`src/rtl/fifo_arb_pkg.sv`:
```
// fifo_arb_pkg
// Shared definitions for the FIFO write-port arbiter.
//   - arb_state_t : arbiter FSM state (IDLE = 0, BURST = 1)
//   - ptr_width() : width of the rotation pointer / owner index, clog2(NREQ)
//   - NREQ_DEF, WIDTH_DEF, BURST_LEN_DEF : defaults shared with the FIFO
package fifo_arb_pkg;

    localparam int NREQ_DEF      = 4;
    localparam int WIDTH_DEF     = 8;
    localparam int BURST_LEN_DEF = 4;

    typedef enum logic {
        IDLE  = 1'b0,
        BURST = 1'b1
    } arb_state_t;

    // A single requester still needs a 1-bit index field.
    function automatic int ptr_width(input int n);
        return (n < 2) ? 1 : $clog2(n);
    endfunction

endpackage

```
`src/rtl/rr_pick.sv`:
```
// rr_pick
// Combinational rotating priority encoder. Searches req starting at index
// ptr, then ptr+1, ... wrapping modulo NREQ, and selects the first set bit.
// Ports:
//   req    in  NREQ  candidate requests
//   ptr    in  PW    highest-priority index (must be < NREQ)
//   gnt    out NREQ  one-hot grant, all zero when req is zero
//   winner out PW    index of the granted bit, 0 when req is zero
module rr_pick #(
    parameter int NREQ = 4,
    parameter int PW   = 2
) (
    input  logic [NREQ-1:0] req,
    input  logic [PW-1:0]   ptr,
    output logic [NREQ-1:0] gnt,
    output logic [PW-1:0]   winner
);

    // One spare bit so ptr + offset cannot overflow before the modulo fold.
    localparam int SW = PW + 1;

    genvar gi;

    logic [NREQ-1:0] w_found;
    logic [NREQ-1:0] w_gnt_acc [NREQ+1];
    logic [PW-1:0]   w_win_acc [NREQ+1];

    assign w_found[0]   = 1'b0;
    assign w_gnt_acc[0] = '0;
    assign w_win_acc[0] = '0;

    // Stage gi looks at requester (ptr + gi) mod NREQ; it wins only if no
    // earlier stage (closer to ptr) already found a request.
    generate
        for (gi = 0; gi < NREQ; gi++) begin : g_stage
            logic [SW-1:0] w_sum;
            logic [PW-1:0] w_idx;
            logic          w_take;

            assign w_sum  = {1'b0, ptr} + SW'(gi);
            assign w_idx  = (w_sum >= SW'(NREQ)) ? PW'(w_sum - SW'(NREQ)) : PW'(w_sum);
            assign w_take = req[w_idx] & ~w_found[gi];

            if (gi < NREQ - 1) begin : g_chain
                assign w_found[gi+1] = w_found[gi] | req[w_idx];
            end

            assign w_gnt_acc[gi+1] = w_gnt_acc[gi] | (w_take ? (NREQ'(1) << w_idx) : '0);
            assign w_win_acc[gi+1] = w_win_acc[gi] | (w_take ? w_idx : '0);
        end
    endgenerate

    assign gnt    = w_gnt_acc[NREQ];
    assign winner = w_win_acc[NREQ];

endmodule

```
`src/rtl/fifo_wr_arbiter.sv`:
```
// fifo_wr_arbiter
// Round-robin arbiter sharing the single write port of the asynchronous FIFO
// among NREQ producers in the clk1 domain. Grants are combinational and
// one-hot; a word transfers at the clk1 edge where req[i] & gnt[i].
// No grant is issued while the FIFO is full, while the consumer read enable
// is high (write and read must never be enabled together), or during reset.
//
// Optional feature macro: FIFO_ARB_BURST_EN
//   defined   : a winner keeps the port for up to BURST_LEN consecutive beats
//   undefined : grants rotate strictly per beat; owner_vld is tied to 0
//
// Ports:
//   clk1          in  1           write-domain clock
//   rst           in  1           asynchronous active-high reset
//   req           in  NREQ        per-requester write request
//   req_data      in  NREQ*WIDTH  requester i at [i*WIDTH +: WIDTH]
//   gnt           out NREQ        one-hot combinational grant
//   fifo_full     in  1           FIFO full flag
//   fifo_read_en  in  1           consumer read enable seen by the FIFO
//   fifo_write_en out 1           FIFO write enable (= |gnt)
//   fifo_din      out WIDTH       granted requester's data, 0 when idle
//   owner         out PW          index of the last granted requester
//   owner_vld     out 1           high while a burst is in progress
module fifo_wr_arbiter
    import fifo_arb_pkg::*;
#(
    parameter int  NREQ      = NREQ_DEF,
    parameter int  WIDTH     = WIDTH_DEF,
    parameter int  BURST_LEN = BURST_LEN_DEF,
    localparam int PW        = ptr_width(NREQ)
) (
    input  logic                  clk1,
    input  logic                  rst,
    input  logic [NREQ-1:0]       req,
    input  logic [NREQ*WIDTH-1:0] req_data,
    output logic [NREQ-1:0]       gnt,
    input  logic                  fifo_full,
    input  logic                  fifo_read_en,
    output logic                  fifo_write_en,
    output logic [WIDTH-1:0]      fifo_din,
    output logic [PW-1:0]         owner,
    output logic                  owner_vld
);

    // An out-of-range configuration never grants instead of mis-arbitrating.
    localparam bit CFG_OK = (NREQ >= 2) && (NREQ <= 8) &&
                            (BURST_LEN >= 1) && (BURST_LEN <= 15);

    genvar gi;

    logic              w_stall;
    logic              w_hold;
    logic [NREQ-1:0]   w_req_cfg;
    logic [NREQ-1:0]   w_req_elig;
    logic [NREQ-1:0]   w_pick_gnt;
    logic [PW-1:0]     w_winner;
    logic [PW-1:0]     w_winner_inc;
    logic [WIDTH-1:0]  w_din_acc [NREQ+1];

    logic [PW-1:0]     r_ptr_reg;
    logic [PW-1:0]     r_ptr_next;
    logic [PW-1:0]     r_owner_reg;
    logic [PW-1:0]     r_owner_next;

    // Reset forces the grant low combinationally; the registers only need
    // the full/read part because reset already dominates in the flops.
    assign w_stall   = fifo_full | fifo_read_en | rst;
    assign w_hold    = fifo_full | fifo_read_en;
    assign w_req_cfg = CFG_OK ? req : '0;

    // Pointer increments wrap at NREQ, which need not be a power of two.
    assign w_winner_inc = (w_winner == PW'(NREQ - 1)) ? '0 : w_winner + 1'b1;

`ifdef FIFO_ARB_BURST_EN
    arb_state_t      r_state_reg;
    arb_state_t      r_state_next;
    logic [3:0]      r_beats_reg;
    logic [3:0]      r_beats_next;
    logic            r_owner_vld_reg;
    logic            r_owner_vld_next;
    logic [NREQ-1:0] w_owner_mask;
    logic [PW-1:0]   w_owner_inc;

    generate
        for (gi = 0; gi < NREQ; gi++) begin : g_owner_mask
            assign w_owner_mask[gi] = (r_owner_reg == PW'(gi));
        end
    endgenerate

    // During a burst only the owner may be picked; rr_pick then returns the
    // owner if its request is up, regardless of ptr.
    assign w_req_elig  = (r_state_reg == BURST) ? (w_req_cfg & w_owner_mask) : w_req_cfg;
    assign w_owner_inc = (r_owner_reg == PW'(NREQ - 1)) ? '0 : r_owner_reg + 1'b1;
`else
    assign w_req_elig  = w_req_cfg;
`endif

    rr_pick #(
        .NREQ (NREQ),
        .PW   (PW)
    ) u_pick (
        .req    (w_req_elig),
        .ptr    (r_ptr_reg),
        .gnt    (w_pick_gnt),
        .winner (w_winner)
    );

    assign gnt           = w_stall ? '0 : w_pick_gnt;
    assign fifo_write_en = |gnt;

    // AND-OR data mux; gnt is one-hot so at most one slice is non-zero.
    assign w_din_acc[0] = '0;
    generate
        for (gi = 0; gi < NREQ; gi++) begin : g_din
            assign w_din_acc[gi+1] = w_din_acc[gi] |
                                     (gnt[gi] ? req_data[gi*WIDTH +: WIDTH] : '0);
        end
    endgenerate
    assign fifo_din = w_din_acc[NREQ];

    assign owner = r_owner_reg;

`ifdef FIFO_ARB_BURST_EN
    assign owner_vld = r_owner_vld_reg;

    always_ff @(posedge clk1 or posedge rst) begin
        if (rst) begin
            r_ptr_reg       <= '0;
            r_owner_reg     <= '0;
            r_state_reg     <= IDLE;
            r_beats_reg     <= '0;
            r_owner_vld_reg <= 1'b0;
        end else begin
            r_ptr_reg       <= r_ptr_next;
            r_owner_reg     <= r_owner_next;
            r_state_reg     <= r_state_next;
            r_beats_reg     <= r_beats_next;
            r_owner_vld_reg <= r_owner_vld_next;
        end
    end

    always_comb begin
        r_ptr_next       = r_ptr_reg;
        r_owner_next     = r_owner_reg;
        r_state_next     = r_state_reg;
        r_beats_next     = r_beats_reg;
        r_owner_vld_next = r_owner_vld_reg;

        case (r_state_reg)
            IDLE: begin
                if (fifo_write_en) begin
                    r_owner_next = w_winner;
                    if (BURST_LEN == 1) begin
                        r_ptr_next = w_winner_inc;
                    end else begin
                        r_state_next     = BURST;
                        r_beats_next     = 4'd1;
                        r_owner_vld_next = 1'b1;
                    end
                end
            end
            BURST: begin
                // Under full/read everything holds, including a burst whose
                // owner has just dropped its request.
                if (!w_hold) begin
                    if (fifo_write_en) begin
                        r_beats_next = r_beats_reg + 4'd1;
                        if (r_beats_reg + 4'd1 == 4'(BURST_LEN)) begin
                            r_ptr_next       = w_owner_inc;
                            r_state_next     = IDLE;
                            r_beats_next     = '0;
                            r_owner_vld_next = 1'b0;
                        end
                    end else begin
                        r_ptr_next       = w_owner_inc;
                        r_state_next     = IDLE;
                        r_beats_next     = '0;
                        r_owner_vld_next = 1'b0;
                    end
                end
            end
            default: begin
                r_state_next = IDLE;
            end
        endcase
    end
`else
    assign owner_vld = 1'b0;

    always_ff @(posedge clk1 or posedge rst) begin
        if (rst) begin
            r_ptr_reg   <= '0;
            r_owner_reg <= '0;
        end else begin
            r_ptr_reg   <= r_ptr_next;
            r_owner_reg <= r_owner_next;
        end
    end

    // A grant already implies no stall, so the write enable alone gates
    // the pointer and owner update.
    always_comb begin
        r_ptr_next   = r_ptr_reg;
        r_owner_next = r_owner_reg;
        if (fifo_write_en) begin
            r_ptr_next   = w_winner_inc;
            r_owner_next = w_winner;
        end
    end
`endif

endmodule
```
`config.mk`:
```
export PLATFORM = sky130hd
export DESIGN_NAME = fifo_wr_arbiter
export DESIGN_NICKNAME = d
export VERILOG_FILES = /design/src/rtl/fifo_arb_pkg.sv /design/src/rtl/rr_pick.sv /design/src/rtl/fifo_wr_arbiter.sv
export SDC_FILE = /design/constraint.sdc
export NUM_CORES = 1
export LEC_CHECK = 0
export CORE_UTILIZATION = 41
export DETAILED_ROUTE_END_ITERATION = 6
export HOLD_SLACK_MARGIN = 0.1
export PLACE_DENSITY = 0.86
export SYNTH_ARGS = -nofsm -noshare
export SYNTH_HDL_FRONTEND = slang
export SYNTH_SLANG_ARGS = --single-unit
```
`constraint.sdc`:
```
create_clock -name clk1 -period 5.87 [get_ports clk1]
set_input_delay 1.174 -clock clk1 [delete_from_list [all_inputs] [get_ports clk1]]
set_output_delay 1.174 -clock clk1 [all_outputs]
set_load 0.005 [all_outputs]
```
==> results.py <==
metrics = {
    "global_routing": {
        "track_usage_pct": 28.07,
        "grt_max_degree": 27,
        "gr-total-overflow": 0,
        "grt_pass1_wl_microns": 5409,
        "grt_pass1_vias": 1116,
        "antenna_found_initial": 0,
    },
    "timing": {
        "slew_violations": 0,
        "final-hold-violation-count": 0,
        "tns_ps": 0,
        "clock_skew_ps": 1.157,
        "slew_headroom_pct": 50.95,
        "fmax_ghz": 0.1848,
        "setup_viol": 0,
        "post-route-period-util_pct": 92.17,
        "fin_crit_ps": 5410,
        "worst_slack_ps": 459.5,
        "rsz0062_at_grt": "false",
        "worst_pin_slew_ps": 734.3,
    },
    "setup_path": {
        "ff2ff_path_depth": 8,
        "r2r_end": "r_ptr_reg[0]$_DFFE_PP0P_",
        "critical_path.max_fanout": 10,
        "worstPathArrival_ps": 4240,
        "cp-start-kind": "primary input",
        "required_ps": 4700,
        "cp-end-kind": "primary output",
        "r2r_slack_ps": 2200,
        "path_class": "in2out",
        "r2r_start": "r_ptr_reg[1]$_DFFE_PP0P_",
    },
    "detailed_routing": {
        "dr.pass1.iters": 4,
        "wl_microns": 3223,
        "antenna_left": 0,
        "drt-initial-drc-count": 36,
        "drc": 0,
        "avgViaCountPerCell": 6.047,
        "wl_per_cell_microns": 16.79,
        "vias": 1161,
    },
    "cts": {
        "cts_tree": "yes",
        "insertion_delay_ps": 240,
        "clockRootBuffer": "clkbuf_4",
        "clockBufferDepth": 2,
        "cts_buffers": 3,
        "clock_sinks": 4,
        "cts_hold_repair.buffers": 0,
        "cts_resized": 0,
        "htreeDepth": 1,
        "cts_setup_buffers": 0,
        "clk_pin_slew_ps": 40,
    },
    "die": {
        "dieArea_sq_um": 2554,
        "initial_core_util_pct": 43.67,
        "ios": 56,
        "num_rows": 17,
        "die_y_microns": 50.54,
        "die_w_microns": 50.54,
        "core_sq_um": 2212,
    },
    "final_layout": {
        "area_delta_synth_final_pct": 57.64,
        "diodes": 0,
        "multi_input_area_sq_um": 794.5,
        "seq_area_sq_um": 100.1,
        "final_layout_size_suffix_gt1_share_pct": 11.59,
        "nNetsFinal": 213,
        "fillCellCount": 177,
    },
    "placed_design": {
        "hpwl_microns": 2562,
        "place.gp.congestion": 0.9466,
        "numPortBuffers": 54,
        "place_ws_ps": 489.1,
    },
    "flow_run": {
        "maxCapViolations": 0,
    },
    "synthesis": {
        "synthCells": 113,
        "synth_top_area_share_pct": 12.44,
        "synth.yosys.seq_area_share_pct": 10.36,
        "synth_seq_cells": 4,
        "yosys.area.top_type": "a22oi_1",
        "yosys_warnings": 0,
        "synth_cell_types": 34,
        "synth.avg_cell_area_sq_um": 8.548,
        "synth_area_leaders": "a22oi_1 12%, dfrtp_1 10%, mux2i_1 9.3%",
        "syn-num-nets": 160,
        "syn_area_sq_um": 965.9,
    },
    "status": {
        "status": "completed",
    },
    "min_path": {
        "whs_endpoint": "owner[1]$_DFFE_PP0P_",
        "min_path_type": "reg2reg",
        "min_path_cells": 1,
        "hp-start": "owner[1]$_DFFE_PP0P_",
    },
    "power": {
        "total_leakage_power_nw": 0.6235,
        "vdd_drop_max_v": 0.0004074,
        "pwr_density_cell_nw_per_um2": 393.3,
    },
}
critical path: stages:
cell             delay, ps
clkdlybuf4s50_1        570
mux2i_1                420
o22ai_1                150
a2111oi_1              580
o2bb2ai_2              280
nor4_4                 520
inv_1                   80
clkdlybuf4s50_1        460
Yosys cell counts (all sizes together):
library cell	count
a2111oi	2
a211oi	2
a21oi	2
a221oi	3
a22oi	16
a31o	3
buf	6
clkbuf	1
conb	1
dfrtp	4
ha	7
inv	6
mux2	5
mux2i	9
mux4	2
nand2	12
nand2b	4
nor2	5
nor2b	1
nor3	3
nor3b	1
nor4	1
o21a	1
o21ai	7
o22ai	4
o2bb2ai	4
xor2	1
layer usage:
| metal | track usage [%] | part of all wire, % | vias to the layer above |
|---|---|---|---|
| li1 | - | - | 543 |
| met1 | 35.85 | 41 | 560 |
| met2 | 47.56 | 53 | 52 |
| met3 | 2.727 | 4.4 | 6 |
| met4 | 12.04 | 2.0 | 0 |
| met5 | 0 | 0 | - |
stage by stage:
stage	area, sq um	power [W]	hold WS [ps]	util, %	instances
floorplan	965.9	0.0004158	506.1	-	113
global placement	1500	0.0005408	498.7	67.82	189
detailed placement	1500	0.0005553	505.2	67.82	189
CTS	1523	0.0005959	519.6	68.83	192
global route	1523	0.0006481	529.8	68.83	192
finish	1523	0.0005989	514.9	68.83	192
cell usage in the layout, fill, tap and decap left out:
cell,netlist,routed
dfrtp_1,4,4
clkbuf_4,0,3
a221oi_2,1,1
conb_1,1,1
nor2b_1,1,1
inv_1,6,6
a221oi_1,2,2
a211oi_1,2,2
a22oi_1,16,16
nand2b_1,4,4
mux4_2,2,2
o2bb2ai_2,4,4
a2111oi_2,1,1
a31o_2,1,1
o22ai_1,4,4
o21ai_0,7,7
a2111oi_1,1,1
nor3_1,3,3
nor3b_1,1,1
mux2_2,3,3
nor4_4,1,1
o21a_1,1,1
nand2_1,12,12
ha_1,7,7
a21oi_1,2,2
a31o_1,2,2
buf_4,1,1
mux2_4,2,2
mux2i_1,9,9
xor2_1,1,1
clkdlybuf4s50_1,0,54
nor2_1,5,5
where the power goes:
part           internal, W  switching (W)  total (W)  leakage (nW)
clock            0.0000230      0.0000127  0.0000357        0.0138
combinational     0.000245       0.000259   0.000504         0.562
sequential       0.0000425      0.0000169  0.0000594        0.0473
total             0.000310       0.000289   0.000599         0.624
final cells by class:
cell class	instances	share of cell area (%)
Multi-Input combinational cell	96	52.18
Inverter	6	1.479
Tap cell	28	2.301
Timing Repair Buffer	55	35.99
Sequential cell	4	6.574
Clock buffer	3	1.479
cell families after synthesis:
| group | count (synthesis) | synth area share [%] |
|---|---|---|
| flip-flops | 4 | 10.36 |
| XOR/XNOR | 1 | 0.9069 |
| multiplexers | 16 | 20.60 |
| other | 1 | 0.3882 |
| adder cells (fa/ha/maj) | 7 | 9.067 |
| AND/OR/NAND/NOR | 27 | 14.38 |
| AO/OA/AOI/OAI | 44 | 36.92 |
| buffers and inverters | 13 | 7.383 |
worst max-delay path by stage:
stage / startpoint / end / slack (ps) / cells after the start
floorplan: req[3] / fifo_write_en / 1720 / 7
global placement: req[1] / fifo_write_en / 570 / 8
detailed placement: req[1] / fifo_write_en / 490 / 8
CTS: req[1] / fifo_write_en / 470 / 8
global route: req[1] / fifo_write_en / 290 / 8
finish: req[1] / fifo_write_en / 460 / 8
Note: power is estimated with default switching activity, not from simulation.
